--- src/rtl/chase_pkg.sv ---
// Constants shared by the chase game blocks: banner bitmap geometry, colour
// width and the blink-state encoding.
package chase_pkg;
    localparam int BANNER_W     = 20;
    localparam int BANNER_H     = 15;
    localparam int BANNER_DEPTH = 300;
    localparam int COLOR_W      = 3;

    localparam logic [COLOR_W-1:0] COLOR_TRANSPARENT = '0;

    typedef enum logic [1:0] {
        BLINK_IDLE = 2'd0,
        BLINK_ON   = 2'd1,
        BLINK_OFF  = 2'd2
    } blink_state_e;
endpackage

--- src/rtl/banner_blink_fsm.sv ---
// Frame-synchronous blink sequencer: IDLE until show, then ON/OFF phases of
// BLINK_FRAMES frames each. State only moves at frame start.
module banner_blink_fsm
    import chase_pkg::*;
#(
    parameter int BLINK_FRAMES = 30
) (
    input  logic clk,
    input  logic rst,
    input  logic frame_start_i,
    input  logic show_i,
    output logic blink_on_o
);
    localparam int CW = (BLINK_FRAMES > 1) ? $clog2(BLINK_FRAMES) : 1;
    localparam logic [CW-1:0] CNT_LAST = CW'(BLINK_FRAMES - 1);
    localparam logic [1:0] ST_IDLE = 2'(BLINK_IDLE);
    localparam logic [1:0] ST_ON   = 2'(BLINK_ON);
    localparam logic [1:0] ST_OFF  = 2'(BLINK_OFF);

    logic [1:0]    state_q, state_d;
    logic [CW-1:0] frame_cnt_q, frame_cnt_d;

    always_comb begin
        state_d     = state_q;
        frame_cnt_d = frame_cnt_q;
        if (!show_i) begin
            state_d     = ST_IDLE;
            frame_cnt_d = '0;
        end else begin
            case (state_q)
                ST_ON, ST_OFF: begin
                    if (frame_cnt_q == CNT_LAST) begin
                        state_d     = (state_q == ST_ON) ? ST_OFF : ST_ON;
                        frame_cnt_d = '0;
                    end else begin
                        frame_cnt_d = frame_cnt_q + CW'(1);
                    end
                end
                default: begin
                    state_d     = ST_ON;
                    frame_cnt_d = '0;
                end
            endcase
        end
    end

    always_ff @(posedge clk) begin
        if (rst) begin
            state_q     <= ST_IDLE;
            frame_cnt_q <= '0;
        end else if (frame_start_i) begin
            state_q     <= state_d;
            frame_cnt_q <= frame_cnt_d;
        end
    end

    assign blink_on_o = (state_q == ST_ON);
endmodule

--- src/rtl/win_banner_reader.sv ---
// Maps the raster position inside the banner window to a ROM address using
// incremental cell counters, and registers the returned colour one tick later.
module win_banner_reader
    import chase_pkg::*;
#(
    parameter int X0           = 220,
    parameter int Y0           = 180,
    parameter int SCALE        = 8,
    parameter int BLINK_FRAMES = 30
) (
    input  logic               clk,
    input  logic               rst,
    input  logic               pix_en,
    input  logic [9:0]         h_cnt,
    input  logic [9:0]         v_cnt,
    input  logic               video_on,
    input  logic               show,
    output logic [8:0]         rom_addr,
    input  logic [COLOR_W-1:0] rom_q,
    output logic [COLOR_W-1:0] pix_rgb,
    output logic               pix_hit,
    output logic               blink_on
);
    localparam int SW = (SCALE > 1) ? $clog2(SCALE) : 1;
    localparam logic [9:0]    X_LO     = 10'(X0);
    localparam logic [9:0]    X_HI     = 10'(X0 + BANNER_W * SCALE - 1);
    localparam logic [9:0]    Y_LO     = 10'(Y0);
    localparam logic [9:0]    Y_HI     = 10'(Y0 + BANNER_H * SCALE - 1);
    localparam logic [SW-1:0] S_LAST   = SW'(SCALE - 1);
    localparam logic [4:0]    COL_LAST = 5'(BANNER_W - 1);
    localparam logic [3:0]    ROW_LAST = 4'(BANNER_H - 1);
    localparam logic [8:0]    ROW_STEP = 9'(BANNER_W);

    logic               in_win, line_start, line_end, v_start, frame_start;
    logic [SW-1:0]      sx_q, sx_d, sx_cur, sy_q, sy_d;
    logic [4:0]         col_q, col_d, col_cur;
    logic [3:0]         row_q, row_d;
    logic [8:0]         row_base_q, row_base_d;
    logic [8:0]         rom_addr_q, rom_addr_d;
    logic               in_win_q;
    logic [COLOR_W-1:0] pix_rgb_q, pix_rgb_d;
    logic               pix_hit_q;
    logic               blink_on_w;

    assign in_win      = video_on && (h_cnt >= X_LO) && (h_cnt <= X_HI)
                         && (v_cnt >= Y_LO) && (v_cnt <= Y_HI);
    assign line_start  = (h_cnt == X_LO);
    assign line_end    = in_win && (h_cnt == X_HI);
    assign v_start     = (v_cnt == Y_LO) && (h_cnt == 10'd0);
    assign frame_start = pix_en && (h_cnt == 10'd0) && (v_cnt == 10'd0);

    // The window's first column uses cleared counters in the same tick.
    assign sx_cur  = line_start ? '0 : sx_q;
    assign col_cur = line_start ? '0 : col_q;

    always_comb begin
        sx_d       = sx_q;
        col_d      = col_q;
        sy_d       = sy_q;
        row_d      = row_q;
        row_base_d = row_base_q;
        rom_addr_d = rom_addr_q;
        if (line_start) begin
            sx_d  = '0;
            col_d = '0;
        end
        if (in_win) begin
            rom_addr_d = row_base_q + {4'd0, col_cur};
            if (sx_cur == S_LAST) begin
                sx_d  = '0;
                col_d = (col_cur != COL_LAST) ? col_cur + 5'd1 : col_cur;
            end else begin
                sx_d  = sx_cur + SW'(1);
                col_d = col_cur;
            end
        end
        if (v_start) begin
            sy_d       = '0;
            row_d      = '0;
            row_base_d = '0;
        end else if (line_end) begin
            if (sy_q == S_LAST) begin
                sy_d = '0;
                if (row_q != ROW_LAST) begin
                    row_d      = row_q + 4'd1;
                    row_base_d = row_base_q + ROW_STEP;
                end
            end else begin
                sy_d = sy_q + SW'(1);
            end
        end
        pix_rgb_d = (in_win_q && blink_on_w) ? rom_q : COLOR_TRANSPARENT;
    end

    always_ff @(posedge clk) begin
        if (rst) begin
            sx_q       <= '0;
            col_q      <= '0;
            sy_q       <= '0;
            row_q      <= '0;
            row_base_q <= '0;
            rom_addr_q <= '0;
            in_win_q   <= 1'b0;
            pix_rgb_q  <= COLOR_TRANSPARENT;
            pix_hit_q  <= 1'b0;
        end else if (pix_en) begin
            sx_q       <= sx_d;
            col_q      <= col_d;
            sy_q       <= sy_d;
            row_q      <= row_d;
            row_base_q <= row_base_d;
            rom_addr_q <= rom_addr_d;
            in_win_q   <= in_win;
            pix_rgb_q  <= pix_rgb_d;
            pix_hit_q  <= (pix_rgb_d != COLOR_TRANSPARENT);
        end
    end

    banner_blink_fsm #(
        .BLINK_FRAMES(BLINK_FRAMES)
    ) u_blink (
        .clk          (clk),
        .rst          (rst),
        .frame_start_i(frame_start),
        .show_i       (show),
        .blink_on_o   (blink_on_w)
    );

    assign rom_addr = rom_addr_q;
    assign pix_rgb  = pix_rgb_q;
    assign pix_hit  = pix_hit_q;
    assign blink_on = blink_on_w;
endmodule

--- config.mk ---
export PLATFORM = sky130hd
export DESIGN_NAME = win_banner_reader
export DESIGN_NICKNAME = d
export VERILOG_FILES = /design/src/rtl/chase_pkg.sv /design/src/rtl/banner_blink_fsm.sv /design/src/rtl/win_banner_reader.sv
export SDC_FILE = /design/constraint.sdc
export NUM_CORES = 1
export LEC_CHECK = 0
export CAP_MARGIN = 20
export CORE_UTILIZATION = 35
export DETAILED_ROUTE_END_ITERATION = 6
export PLACE_DENSITY_LB_ADDON = 0.15
export SYNTH_ARGS = -nofsm -noshare
export SYNTH_HDL_FRONTEND = slang
export SYNTH_SLANG_ARGS = --single-unit
--- constraint.sdc ---
create_clock -name clk -period 3.5 [get_ports clk]
set_input_delay 0.35 -clock clk [delete_from_list [all_inputs] [get_ports clk]]
set_output_delay 0.35 -clock clk [all_outputs]
set_load 0.02 [all_outputs]
# Word level (Yosys, flattened, before mapping)
# Index checks and enable logic that the tools add are counted.
# classes
n_addsub	7
order_cmp	4
n_eq_ne	11
mux	26
n_reduce_logical	20
# op_table
cell	n
9-bit 2-to-1 mux	4
5-bit 2-to-1 mux	7
3-bit 2-to-1 mux	7
10-bit by 8-bit equality test with 1-bit output (second input constant)	2
10-bit by 8-bit >= comparator with 1-bit output (second input constant)	2
10-bit by 9-bit <= comparator with 1-bit output (second input constant)	2
10-bit logical NOT	2
4-bit 2-to-1 mux	4
5-bit by 1-bit adder with 5-bit output (second input constant)	2
10-bit by 9-bit equality test with 1-bit output (second input constant)	1
9-bit by 5-bit adder with 9-bit output	1
9-bit by 5-bit adder with 9-bit output (second input constant)	1
1-bit logical AND	9
2-bit 2-to-1 mux	4
3-bit by 1-bit adder with 3-bit output (second input constant)	2
3-bit equality test (second input constant)	2
2-bit AND reduction	3
2-bit nonzero test	3
5-bit equality test (second input constant)	1
5-bit inequality test (second input constant)	1
4-bit by 1-bit adder with 4-bit output (second input constant)	1
4-bit inequality test (second input constant)	1
4-bit AND reduction	1
3-bit by 2-bit inequality test with 1-bit output (second input constant)	1
4 further kinds	4
# totals
ff_bits	45
input_bits	28

# Logic depth before layout (Yosys ltp)
# logic_depth
word_depth	8
mapped_depth	11
depth_no_buf	10

# Cells and area by module
# From an unflattened synthesis, not the netlist that was laid out.
# hier_totals
cells_unflattened	322
hier_area_um2	2620.0
# modules_own_cells
module	n_inst	cells_per_inst	area_each_um2	seq_area_each_um2
win_banner_reader	1	277	2215.9	720.7
banner_blink_fsm	1	45	404.1	140.1

# Least setup slack after synthesis
# Ideal clock, no wire load.
# synth_timing
path_type	in2reg
start	input port h_cnt[5]
end	register rom_addr_q[6] (netlist: rom_addr[6])
arrival_time_ns	2.685
required_time_ns	3.414
path_slack_ns	0.729
path_stages	10
path_cell_list	or4_4 or4_4 and2_4 ha_1 a21o_1 a21oi_1 nor2b_1 o21ai_0 xor2_1 a211oi_1
# synth_between
elab_chain_cells	6
# synth_rtl
element	line_no	rtl
from (decl)	win_banner_reader.sv:14	input logic [9:0] h_cnt,
branches (longest 6 deep; another with 9-bit by 5-bit adder with 9-bit output)	-	
to (signal assigned)	win_banner_reader.sv:112	rom_addr_q <= rom_addr_d;
to (decl)	win_banner_reader.sv:39	logic [8:0] rom_addr_q, rom_addr_d;
# Parallel ways; which one is timed is not known.
# A chain may end at the register's enable or synchronous reset.

# Worst setup path after layout
# layout_timing
start	input port h_cnt[5]
end	register rom_addr_q[7] (netlist: rom_addr[7])
# The elaborated chain is that of the path after synthesis.

==> flow_summary_export.csv <==
group,metric,value,unit
final_layout,nFillCells,706,
placement,port_buffers,41,
clock_network,holdBufCountCts,0,
routing,drt-total-wl,5.44,mm
clock_network,numCtsBuffers,5,
routing,drc,0,
logic_synthesis,synthFlopType,"dfxtp_1",
final_layout,multi_input_area,1510,µm²
logic_synthesis,synth-seq-area-share,34.5,%
power_and_ir_drop,p_leak,1.13,nW
logic_synthesis,synth.largest_area_cell,"dfxtp_1",
logic_synthesis,synth.distinct_cells,59,
global_routing,grtUsageMet3,3.14,%
global_routing,grt_util_all_layers,15.8,%
floorplanning,start_util,36.6,%
global_routing,grt-busiest-layer,"met2",
timing,final_max_slew_viol_count,0,
power_and_ir_drop,clkPwrFrac,38.1,%
power_and_ir_drop,total_power,0.991,mW
critical_path,cp_max_fo,12,
floorplanning,die_h,86.5,µm
routing,first_iter_violations,147,
final_layout,seqCellArea,861,µm²
global_routing,grt_max_degree,27,
critical_path,critPathMaxStageDelay,0.61,ns
clock_network,clk_pin_slew,0.08,ns
routing,viasPerCell,5.26,
placement,dp_hpwl,4.00,mm
logic_synthesis,synth_area,2500,µm²
clock_network,cts_tree,"yes",
logic_synthesis,yosysTopAreaCellShare,34.5,%
final_layout,antennaDiodeCount,0,
power_and_ir_drop,combPwrFrac,10.6,%
power_and_ir_drop,power_frac_seq,51.3,%
critical_path,critical_path.top_delay_family,"simple AND/OR/NAND/NOR gates",
timing,post-route-period-util,88.6,%
critical_path,path_class,"in -> reg",
logic_synthesis,synth-seq-cells,43,
global_routing,antenna_found_initial,0,
outcome,outcome,"finished, final reports clean",
clock_network,cts_sinks,43,
placement,place_area,3010,µm²
timing,fin_worst_skew,0.00503,ns
timing,grt_setup_unrepaired,"false",
clock_network,cts_root_buf,"clkbuf_8",
logic_synthesis,synth_nets,336,
routing,route.vias.total,2271,
critical_path,cp.arrival,3.32,ns
logic_synthesis,netlist_instances,292,
power_and_ir_drop,p_int,0.759,mW
placement,gp_congestion,0.764,
hold_path,hp-class,"reg -> reg",
floorplanning,num_io_pins,42,
timing,hold_slack,0.462,ns
final_layout,stdcell_count,432,
power_and_ir_drop,p_sw,0.233,mW
timing,hold_viol_final,0,
floorplanning,die_w,86.5,µm
routing,wl_per_cell,12.6,µm
placement,dp.cells,425,
routing,dr.pass1.iters,4,
critical_path,end_kind,"flip-flop",
final_layout,final_layout_size_suffix_gt1_share,7.74,%
logic_synthesis,ys.warnings.count,0,
clock_network,htree_levels,2,
timing,worst_slack,0.399,ns
critical_path,crit_slowest_cell,"or4_4",
global_routing,grt_pass1_wl,9.57,mm
clock_network,ctsResizeCount,0,
power_and_ir_drop,switching_share,23.5,%
job,cap_viol_max_count,0,
final_layout,nNetsFinal,380,
critical_path,cp-start-kind,"input port",
final_layout,fin_area,3120,µm²
global_routing,grt.met2_usage,25.5,%
global_routing,use_met1,21.2,%
logic_synthesis,synth_edf_count,0,
logic_synthesis,synthArstFlopShare,0,%
timing,fin_crit,3.10,ns
critical_path,path_cells,"clkdlybuf4s50_1 > or4_4 > or4_4 > nand2_1 > inv_1 > ha_1 > a21o_1 > a21oi_1 > nor2_1 > xnor2_1 > a211oi_1",
global_routing,grt_overflow,0,
logic_synthesis,synth_most_common_cell,"dfxtp_1",
timing,maxClockFrequency,323,MHz
timing,setup_viol,0,
logic_synthesis,synthTopCellsByArea,"dfxtp_1, ha_1, a21oi_1, nor2_1, or4_1",
floorplanning,rows,30,
floorplanning,fp.coreArea,6830,µm²
critical_path,path_buf_inv,2,
final_layout,area_growth,24.7,%
power_and_ir_drop,power_density,318,nW/µm²
logic_synthesis,avgSynthCellArea,8.56,µm²
floorplanning,die_area,7480,µm²
timing,tns,0,ns
logic_synthesis,synth_commonest_cells,"dfxtp_1, nor2_1, a21oi_1",
final_layout,final_core_util,45.6,%
critical_path,crit_top_cell,"or4_4",
global_routing,grt_pass1_vias,2131,
critical_path,worstPathRequired,3.72,ns
routing,drtAntennaViolNets,0,
clock_network,clock_path_buffers,2,
power_and_ir_drop,ir_drop,0.149,mV
placement,place_ws,0.0665,ns
clock_network,post_cts_buffers,0,
clock_network,clk_latency,0.29,ns
-- final timing paths --
| kind | start | cells past startpoint | slack (ns) | endpoint |
|---|---|---|---|---|
| max | h_cnt[5] | 11 | 0.40 | rom_addr[7] |
| min | pix_rgb[1] | 2 | 0.46 | pix_rgb[1] |
| max reg2reg | col_q[1] | 7 | 1.67 | col_q[3] |
| min reg2reg | pix_rgb[1] | 2 | 0.46 | pix_rgb[1] |
-- worst register-to-register path, delay by kind of cell (launching register included) --
family | cells | cell delay [ns]
AND/OR/NAND/NOR | 4 | 0.72
flip-flops | 1 | 0.39
AO/OA/AOI/OAI | 2 | 0.37
adder cells (fa/ha/maj) | 1 | 0.24
-- state kept, by name, summed over array words and instances (netlist names) --
signal / cells
u_blink.state_q: 2
pix_rgb: 3
sx_q: 3
u_blink.frame_cnt_q: 5
pix_hit: 1
sy_q: 3
rom_addr: 9
row_base_q: 7
in_win_q: 1
col_q: 5
row_q: 4
-- logic make-up after synthesis --
group / count (synthesis) / synth area share (%)
compound gates: 74 / 20.0
xor+xnor: 11 / 3.86
fa+ha+maj: 16 / 8.01
buf+inv: 24 / 5.01
flops: 43 / 34.5
mux: 5 / 2.05
other cells: 1 / 0.150
simple gates: 118 / 26.5
-- per-layer routing --
metal	up-vias	routed length [µm]
met2	49	2410
met3	4	220
met5	-	0
met1	1052	2740
met4	0	63
li1	1166	-
-- cells in the final DEF (no fill, tap or decap), types with 6 or more instances in the layout --
| cell type | instances |
|---|---|
| inv_1 | 11 |
| clkdlybuf4s50_1 | 41 |
| nor2_1 | 25 |
| buf_4 | 9 |
| or4_1 | 11 |
| a21oi_1 | 19 |
| o21ai_0 | 12 |
| a211oi_1 | 8 |
| ha_1 | 16 |
| nand4_1 | 10 |
| nand2_1 | 18 |
| xnor2_1 | 6 |
| and2_1 | 8 |
| dfxtp_1 | 43 |
| nand3_1 | 14 |
-- final cells by class --
class                      count  area share [%]
clock buffer                   6            2.33
timing repair buffer          50            15.3
sequential                    43            27.6
multi-input combinational    225            48.6
tap                           96            3.86
inverter                      11            1.33
clock inverter                 1           0.964
-- power groups by stage --
stage	Combinational (mW)	Sequential [mW]	Clock (mW)
detailed placement	0.106	0.520	0
global route	0.116	0.512	0.410
floorplan	0.0609	0.510	0
finish	0.105	0.508	0.378
CTS	0.107	0.508	0.391
global placement	0.105	0.519	0
(Power assumes the default switching activity.)
